[src/rtl/rv32i_core.sv]
// rv32i_core: single-cycle RV32I integer core.
// One instruction retires per clock; ECALL/EBREAK halt.
module rv32i_core (
  input  logic        clk,
  input  logic        rst_b,
  input  logic [31:0] inst,
  output logic [31:0] inst_addr,
  output logic [31:0] mem_addr,
  input  logic [7:0]  mem_data_out [0:3],
  output logic [7:0]  mem_data_in  [0:3],
  output logic        mem_write_en,
  output logic        halted
);

  localparam logic [6:0] OP_LUI   = 7'b0110111;
  localparam logic [6:0] OP_AUIPC = 7'b0010111;
  localparam logic [6:0] OP_JAL   = 7'b1101111;
  localparam logic [6:0] OP_JALR  = 7'b1100111;
  localparam logic [6:0] OP_BR    = 7'b1100011;
  localparam logic [6:0] OP_LD    = 7'b0000011;
  localparam logic [6:0] OP_ST    = 7'b0100011;
  localparam logic [6:0] OP_IMM   = 7'b0010011;
  localparam logic [6:0] OP_REG   = 7'b0110011;

  logic [31:0] pc;
  logic [31:0] regs [0:31];

  logic [6:0]  opc;
  logic [4:0]  rd;
  logic [4:0]  rs1;
  logic [4:0]  rs2;
  logic [2:0]  f3;
  logic [31:0] imm_i;
  logic [31:0] imm_s;
  logic [31:0] imm_b;
  logic [31:0] imm_u;
  logic [31:0] imm_j;
  logic [31:0] rv1;
  logic [31:0] rv2;

  assign opc = inst[6:0];
  assign rd  = inst[11:7];
  assign f3  = inst[14:12];
  assign rs1 = inst[19:15];
  assign rs2 = inst[24:20];

  assign imm_i = {{20{inst[31]}}, inst[31:20]};
  assign imm_s = {{20{inst[31]}}, inst[31:25],
                  inst[11:7]};
  assign imm_b = {{19{inst[31]}}, inst[31], inst[7],
                  inst[30:25], inst[11:8], 1'b0};
  assign imm_u = {inst[31:12], 12'h000};
  assign imm_j = {{11{inst[31]}}, inst[31],
                  inst[19:12], inst[20],
                  inst[30:21], 1'b0};

  assign rv1 = (rs1 == 5'd0) ? 32'd0 : regs[rs1];
  assign rv2 = (rs2 == 5'd0) ? 32'd0 : regs[rs2];

  logic is_lui;
  logic is_auipc;
  logic is_jal;
  logic is_jalr;
  logic is_br;
  logic is_ld;
  logic is_st;
  logic is_imm;
  logic is_reg;
  logic is_halt;

  assign is_lui   = (opc == OP_LUI);
  assign is_auipc = (opc == OP_AUIPC);
  assign is_jal   = (opc == OP_JAL);
  assign is_jalr  = (opc == OP_JALR);
  assign is_br    = (opc == OP_BR);
  assign is_imm   = (opc == OP_IMM);
  assign is_reg   = (opc == OP_REG);
  assign is_ld    = (opc == OP_LD) &&
                    (f3 != 3'd3) && (f3 < 3'd6);
  assign is_st    = (opc == OP_ST) && (f3 < 3'd3);
  assign is_halt  = (inst == 32'h0000_0073) ||
                    (inst == 32'h0010_0073);

  // ALU shared by OP and OP-IMM
  logic [31:0] alu_b;
  logic [31:0] alu_r;
  logic        alt;
  logic [4:0]  sh;

  assign alu_b = is_reg ? rv2 : imm_i;
  assign alt   = inst[30];
  assign sh    = alu_b[4:0];

  // ALU result per funct3
  always_comb begin
    alu_r = 32'd0;
    case (f3)
      3'd0: alu_r = (is_reg && alt) ? rv1 - alu_b
                                    : rv1 + alu_b;
      3'd1: alu_r = rv1 << sh;
      3'd2: alu_r = {31'd0,
                     $signed(rv1) < $signed(alu_b)};
      3'd3: alu_r = {31'd0, rv1 < alu_b};
      3'd4: alu_r = rv1 ^ alu_b;
      3'd5: alu_r = alt ? $unsigned($signed(rv1) >>> sh)
                        : rv1 >> sh;
      3'd6: alu_r = rv1 | alu_b;
      3'd7: alu_r = rv1 & alu_b;
      default: alu_r = 32'd0;
    endcase
  end

  // branch condition per funct3
  logic taken;
  always_comb begin
    taken = 1'b0;
    case (f3)
      3'd0: taken = (rv1 == rv2);
      3'd1: taken = (rv1 != rv2);
      3'd4: taken = $signed(rv1) < $signed(rv2);
      3'd5: taken = $signed(rv1) >= $signed(rv2);
      3'd6: taken = rv1 < rv2;
      3'd7: taken = rv1 >= rv2;
      default: taken = 1'b0;
    endcase
  end

  assign mem_addr = rv1 + (is_st ? imm_s : imm_i);

  logic [31:0] ld_word;
  logic [31:0] ld_val;
  assign ld_word = {mem_data_out[3], mem_data_out[2],
                    mem_data_out[1], mem_data_out[0]};

  // load extraction and extension
  always_comb begin
    ld_val = ld_word;
    case (f3)
      3'd0: ld_val = {{24{ld_word[7]}}, ld_word[7:0]};
      3'd1: ld_val = {{16{ld_word[15]}}, ld_word[15:0]};
      3'd4: ld_val = {24'd0, ld_word[7:0]};
      3'd5: ld_val = {16'd0, ld_word[15:0]};
      default: ld_val = ld_word;
    endcase
  end

  // store merge: unwritten lanes pass the old bytes
  always_comb begin
    mem_data_in[0] = rv2[7:0];
    mem_data_in[1] = (f3 != 3'd0) ? rv2[15:8]
                                  : mem_data_out[1];
    mem_data_in[2] = (f3 == 3'd2) ? rv2[23:16]
                                  : mem_data_out[2];
    mem_data_in[3] = (f3 == 3'd2) ? rv2[31:24]
                                  : mem_data_out[3];
  end

  assign mem_write_en = is_st && !halted && rst_b;

  // writeback select
  logic [31:0] rd_val;
  logic        rd_we;
  always_comb begin
    rd_val = 32'd0;
    unique case (1'b1)
      is_lui:            rd_val = imm_u;
      is_auipc:          rd_val = pc + imm_u;
      is_jal, is_jalr:   rd_val = pc + 32'd4;
      is_ld:             rd_val = ld_val;
      is_imm, is_reg:    rd_val = alu_r;
      default:           rd_val = 32'd0;
    endcase
  end

  assign rd_we = (is_lui || is_auipc || is_jal ||
                  is_jalr || is_ld || is_imm ||
                  is_reg) && (rd != 5'd0);

  // next PC select
  logic [31:0] next_pc;
  always_comb begin
    next_pc = pc + 32'd4;
    unique case (1'b1)
      is_halt:         next_pc = pc;
      is_jal:          next_pc = pc + imm_j;
      is_jalr:         next_pc = (rv1 + imm_i) &
                                 32'hFFFF_FFFE;
      is_br && taken:  next_pc = pc + imm_b;
      default:         next_pc = pc + 32'd4;
    endcase
  end

  assign inst_addr = pc;

  // architectural state; frozen once halted
  always_ff @(posedge clk or negedge rst_b) begin
    if (!rst_b) begin
      pc     <= 32'd0;
      halted <= 1'b0;
      for (int i = 0; i < 32; i++) regs[i] <= 32'd0;
    end else if (!halted) begin
      pc <= next_pc;
      if (is_halt) halted <= 1'b1;
      if (rd_we) regs[rd] <= rd_val;
    end
  end

endmodule

[config.mk]
export PLATFORM = sky130hd
export DESIGN_NAME = rv32i_core
export DESIGN_NICKNAME = d
export VERILOG_FILES = /design/src/rtl/rv32i_core.sv
export SDC_FILE = /design/constraint.sdc
export NUM_CORES = 2
export LEC_CHECK = 0
export BUFFER_PORTS_ARGS = -buffer_cell sky130_fd_sc_hd__buf_4
export CAP_MARGIN = 15
export CORE_MARGIN = 2
export CORE_UTILIZATION = 45
export DETAILED_ROUTE_END_ITERATION = 10
export PLACE_DENSITY = 0.7
export SLEW_MARGIN = 5
export SYNTH_ARGS = -nofsm -noshare
export SYNTH_HDL_FRONTEND = slang
export SYNTH_SLANG_ARGS = --single-unit
[constraint.sdc]
create_clock -name clk -period 11 [get_ports clk]
set_input_delay 2.2 -clock clk [delete_from_list [all_inputs] [get_ports clk]]
set_output_delay 2.2 -clock clk [all_outputs]
set_load 0.005 [all_outputs]
# Word-level counts from Yosys, hierarchy flattened
# Index checks and enable logic that the tools add are counted.
[word_totals]
register_bits = 1057
latchBits = 0
ramBits = 0
rom_bits = 0
in_bits = 66
output_inout_bits = 98
wordCells = 137
mem_count = 0
[op_classes]
n_addsub = 8
n_mul = 0
div_mod_pow = 0
magnitude_cmp = 12
n_eq_ne = 21
shifts = 3
n_mux = 25
bitwise = 8
reduce_logical = 26
[ops]
columns = ["cell", "n"]
rows = [
  ["bitwise mux 1024 bit", 1],
  ["binary-select mux 32 bit (select 5 bit)", 2],
  ["2-to-1 mux 32 bit", 10],
  ["one-hot mux 32 bit (4 select lines)", 2],
  ["one-hot mux 32 bit (8 select lines)", 1],
  ["adder 32 bit", 6],
  ["demux 32 bit (select 5 bit)", 1],
  ["one-hot mux 32 bit (5 select lines)", 1],
  ["less-than comparator 32 bit", 4],
  [">= comparator 32 bit", 2],
  ["adder 32 x 3 -> 32 bit, second input constant", 1],
  ["bitwise AND 32 bit", 1],
  ["equality test 32 x 21 -> 1 bit, second input constant", 1],
  ["equality test 32 bit", 1],
  ["equality test 32 x 7 -> 1 bit, second input constant", 1],
  ["!= test 32 bit", 1],
  ["OR 32 bit", 1],
  ["left shift 32 x 5 -> 32 bit", 1],
  [">> shifter 32 x 5 -> 32 bit", 1],
  [">>> shifter 32 x 5 -> 32 bit", 1],
  ["subtractor 32 bit", 1],
  ["bitwise XOR 32 bit", 1],
  ["2-to-1 mux 8 bit", 3],
  ["equality test 7 x 6 -> 1 bit, second input constant", 3],
  ["25 further kinds", 55],
]

# Depth between registers and ports, before layout
[depth]
ltp_word = 11
ltp_mapped = 40
mapped_depth_nobuf = 32

# Worst setup path after synthesis
# No wires, ideal clock.
[synth_path]
path_type = "input to register"
startpoint = "input inst[20]"
endpoint = "register pc[30], in the netlist inst_addr[30]"
setup_ns = 0.133
t_arrival_ns = 10.531
t_required_ns = 10.867
setup_slack_ns = 0.336
path_stages = 33
path_buffers = 7
path_cell_list = "buf_4 > buf_2 > buf_4 > buf_2 > clkbuf_1 > buf_1 > mux4_2 > mux4_2 > a22oi_1 > ha_1 > a21o_1 > a21o_1 > a211o_1 > o211ai_1 > a21oi_1 > a2111oi_0 > mux2i_1 > a21oi_1 > nand2_1 > buf_1 > mux2_2 > ha_1 > a21o_1 > a21o_1 > a21o_1 > a21o_1 > a21o_1 > a211oi_1 > a31oi_1 > a211oi_1 > xnor2_1 > a2111oi_0 > nor2_1"
[synth_between]
elab_chain_cells = 9
word_cells_on_any_way = 22
cone_classes = "add/sub (2); order compare (4); eq/ne (4); mux (6); bitwise (2); reduce/logical (4)"
[synth_lines]
columns = ["element", "line", "text"]
rows = [
  ["start: declaration", "6", "input logic [31:0] inst,"],
  ["inverter 5 -> 6 bit (implied by the code)", "58", "assign rv2 = (rs2 == 5'd0) ? 32'd0 : regs[rs2];"],
  ["binary-select mux 32 bit (select 5 bit)", "58", ""],
  ["2-to-1 mux 32 bit (implied by the code) (2 in series)", "58", ""],
  ["2-to-1 mux 32 bit", "58", ""],
  [">= comparator 32 bit (tied with other cells)", "123", "3'd7: taken = rv1 >= rv2;"],
  ["one-hot mux 1 bit (6 select lines)", "117", "case (f3)"],
  ["logical AND 1 bit", "188", "is_br && taken: next_pc = pc + imm_b;"],
  ["one-hot mux 32 bit (4 select lines)", "183", "unique case (1'b1)"],
  ["end signal: assignment", "202", "pc <= next_pc;"],
  ["end: declaration", "25", "logic [31:0] pc;"],
]
# Several ways; a longest one is shown, not always the timed one. The select of a mux whose other input is x is not followed.
# A chain may end at the register's enable or synchronous reset.

# Worst setup path in the final report
[layout_path]
startpoint = "input inst[15]"
endpoint = "register pc[30], in the netlist inst_addr[30]"
[layout_between]
elab_chain_cells = 9
word_cells_on_any_way = 22
cone_classes = "add/sub (2); order compare (4); eq/ne (4); mux (6); bitwise (2); reduce/logical (4)"
[layout_lines]
columns = ["element", "line", "text"]
rows = [
  ["inverter 5 -> 6 bit (implied by the code)", "57", "assign rv1 = (rs1 == 5'd0) ? 32'd0 : regs[rs1];"],
  ["binary-select mux 32 bit (select 5 bit)", "57", ""],
  ["2-to-1 mux 32 bit (implied by the code) (2 in series)", "57", ""],
  ["2-to-1 mux 32 bit", "57", ""],
  [">= comparator 32 bit (tied with other cells)", "123", ""],
  ["one-hot mux 1 bit (6 select lines)", "117", ""],
  ["logical AND 1 bit", "188", ""],
  ["one-hot mux 32 bit (4 select lines)", "183", ""],
]
# Several ways; a longest one is shown, not always the timed one. The select of a mux whose other input is x is not followed.

==> results_dict.tcl <==
set metrics [dict create \
    outcome "finished clean" \
    io_pins 164 \
    routed_wl_mm 327 \
    postCtsSetupBuffers 0 \
    crit_type "input pin to register" \
    p_total_w 0.0110 \
    drtAntennaViolNets 0 \
    core.rowCount 146 \
    r2r_slack_ps 2420 \
    hold_violations 0 \
    leakagePower_nw 34.8 \
    avgRoutedWirePerCell_um 33.9 \
    start_kind "input pin" \
    area_delta_synth_final_pct 12.1 \
    grt_overflow 0 \
    timing.final.crit_share_pct 95.9 \
    drc 0 \
    cts-root-buf "clkbuf_16" \
    layout_commonest_cell "dfrtp_1" \
    hold_slack_ps 374 \
    seqCellArea_sq_um 26400 \
    viasPerCell 6.85 \
    clk_pin_slew_worst_paths_ps 60 \
    post_cts_resized 0 \
    cts_tree "done" \
    synth_edf_count 0 \
    yosysTopAreaCellShare_pct 36.9 \
    ctsLongestPathBuffers 3 \
    core_area_sq_um 158000 \
    async_flop_share_pct 100 \
    syn_inst 7477 \
    die_h_um 403 \
    ys_types 102 \
    route.vias.total 66100 \
    n_fill_cell 14300 \
    die_w_um 403 \
    insertion_delay_ps 790 \
    holdBufCountCts 0 \
    cp_data_arrival_time_ps 11180 \
    cp_slowest_cell "nor4b_1" \
    yosysSeqAreaShare_pct 36.9 \
    cellPowerDensity_nw_per_um2 136 \
    syn_nets 7767 \
    yosysTopAreaCell "dfrtp_1" \
    cp_max_fo 43 \
    dr.pass1.iters 9 \
    maxSlewHeadroom_pct 16.6 \
    synth_area_leaders "dfrtp_1 (37%), mux4_2 (14%), o21ai_0 (6.5%), nand2_1 (5.6%), mux2i_1 (3.9%)" \
    slew_violations 0 \
    grtUsageMet3_pct 10.6 \
    pre_cts_slack_ps 68.2 \
    syn_area_sq_um 71600 \
    layout-drive-gt1-share_pct 20.3 \
    crit_top_cell "buf_4" \
    die-area_sq_um 162000 \
    ys_seq_elements 1056 \
    hold_path.class "register to register" \
    initial_core_util_pct 45.3 \
    grt.total_usage_pct 39.6 \
    hpwl_mm 235 \
    drt_first_iter_violations 8987 \
    antenna_found_initial 14 \
    htreeDepth 3 \
    period_minus_slack_ps 10550 \
    worst_setup_path_end_kind "register" \
    skew_ps 54.6 \
    multiInputGateArea_sq_um 41900 \
    cts.sinks 1056 \
    gr-usage-met1_pct 54.2 \
    fmax_ghz 0.0948 \
    met2_usage_pct 56.7 \
    layout_setup_ws_ps 450 \
    required_ps 11630 \
    globalRoute.busiestLayer "met2" \
    io_buffers 162 \
    final_cell_mix "dfrtp_1 (1056), nand2_1 (1039), o21ai_0 (919)" \
    rsz0062_at_grt "false" \
    grt_pass1_vias 63000 \
    grt_pass1_wl_mm 466 \
    synthFlopType "dfrtp_1" \
    gp_congestion 1.08 \
    cp_slowest_stage_delay_ps 920 \
    ir_drop_v 0.000145 \
    setup_viol 0 \
    post_synth.cell_area_avg_sq_um 9.58 \
    max_cap_violations 0 \
    yosys_warnings 0 \
    nNetsFinal 7773 \
    worst_slew_pin_slew_ps 1250 \
    grt_max_degree 145 \
    cts_buffers 111 \
]
==> logic make-up after synthesis <==
| logic type | Yosys count | share of synthesized area [%] |
|---|---|---|
| simple gates | 2040 | 12.4 |
| fa+ha+maj | 224 | 3.98 |
| other cells | 1 | 0.00524 |
| xor+xnor | 146 | 1.79 |
| mux | 873 | 20.3 |
| compound gates | 2297 | 19.6 |
| flops | 1056 | 36.9 |
| buf+inv | 840 | 5.12 |
==> Yosys cell counts (51+ instances only) <==
cell      instances
nand2_1        1070
dfrtp_1        1056
o21ai_0         928
a21oi_1         520
clkbuf_1        517
nor2_1          451
mux4_2          438
mux2i_1         276
ha_1            218
a22oi_1         180
inv_1           145
mux2_2          134
nand3_1         116
xnor2_1         106
a21o_1          100
nor3_1           89
buf_2            64
nand4_1          51
==> critical path, delay by kind of cell <==
family | cells | cell delay [ps]
compound gates | 15 | 3470
xor+xnor | 1 | 100
mux | 3 | 1110
simple gates | 5 | 1610
buf+inv | 8 | 1960
fa+ha+maj | 2 | 570
==> path summary, 6_finish.rpt <==
kind	startpoint	depth (start not counted)	endpoint
worst max-delay path	inst[15]	34	inst_addr[30]
worst min-delay path	regs[1020]	0	regs[1020]
worst max register to register	regs[184]	32	inst_addr[30]
worst min register to register	regs[1020]	0	regs[1020]
max in group asynchronous	rst_b	5	regs[197]
min in group asynchronous	rst_b	1	regs[798]
==> area by class of cell <==
cell class	instances	share of cell area, %
inverters	147	0.687
clock inverters	40	0.689
clock buffers	164	4.17
diodes	5	0.0156
well taps	2072	3.23
repair buffers	586	6.12
multi-input cells	5581	52.2
flip-flops and latches	1056	32.9
==> flip-flops by register name, summed over array words and instances, names as in the netlist <==
register	cells
inst_addr	31
regs	1024
halted	1
==> per-layer routing <==
| metal | share of wire (%) | vias to the layer above | wire length, um |
|---|---|---|---|
| met1 | 39 | 33000 | 128000 |
| met3 | 12 | 936 | 39000 |
| met2 | 42 | 4621 | 138000 |
| li1 | - | 27500 | - |
| met4 | 6.8 | 18 | 22200 |
| met5 | 0.039 | - | 129 |
==> report_power, final <==
part / total (W) / leakage (nW) / internal, W / switching (W)
clock: 0.00405 / 1.91 / 0.00236 / 0.00169
sequential: 0.00424 / 14.6 / 0.00399 / 0.000245
combinational: 0.00267 / 18.3 / 0.000992 / 0.00168
==> stage by stage <==
stage | setup TNS [ps] | std cells | util, % | area, sq um
2_1_floorplan | 0 | 7477 | - | 71600
3_3_place_gp | -9.28 | 9436 | 48.2 | 76300
3_5_place_dp | 0 | 9436 | 48.2 | 76300
4_1_cts | 0 | 9640 | 50.7 | 80200
5_1_grt | 0 | 9646 | 50.7 | 80300
6_report | 0 | 9651 | 50.7 | 80300
Note: power is estimated with default switching activity, not from simulation.
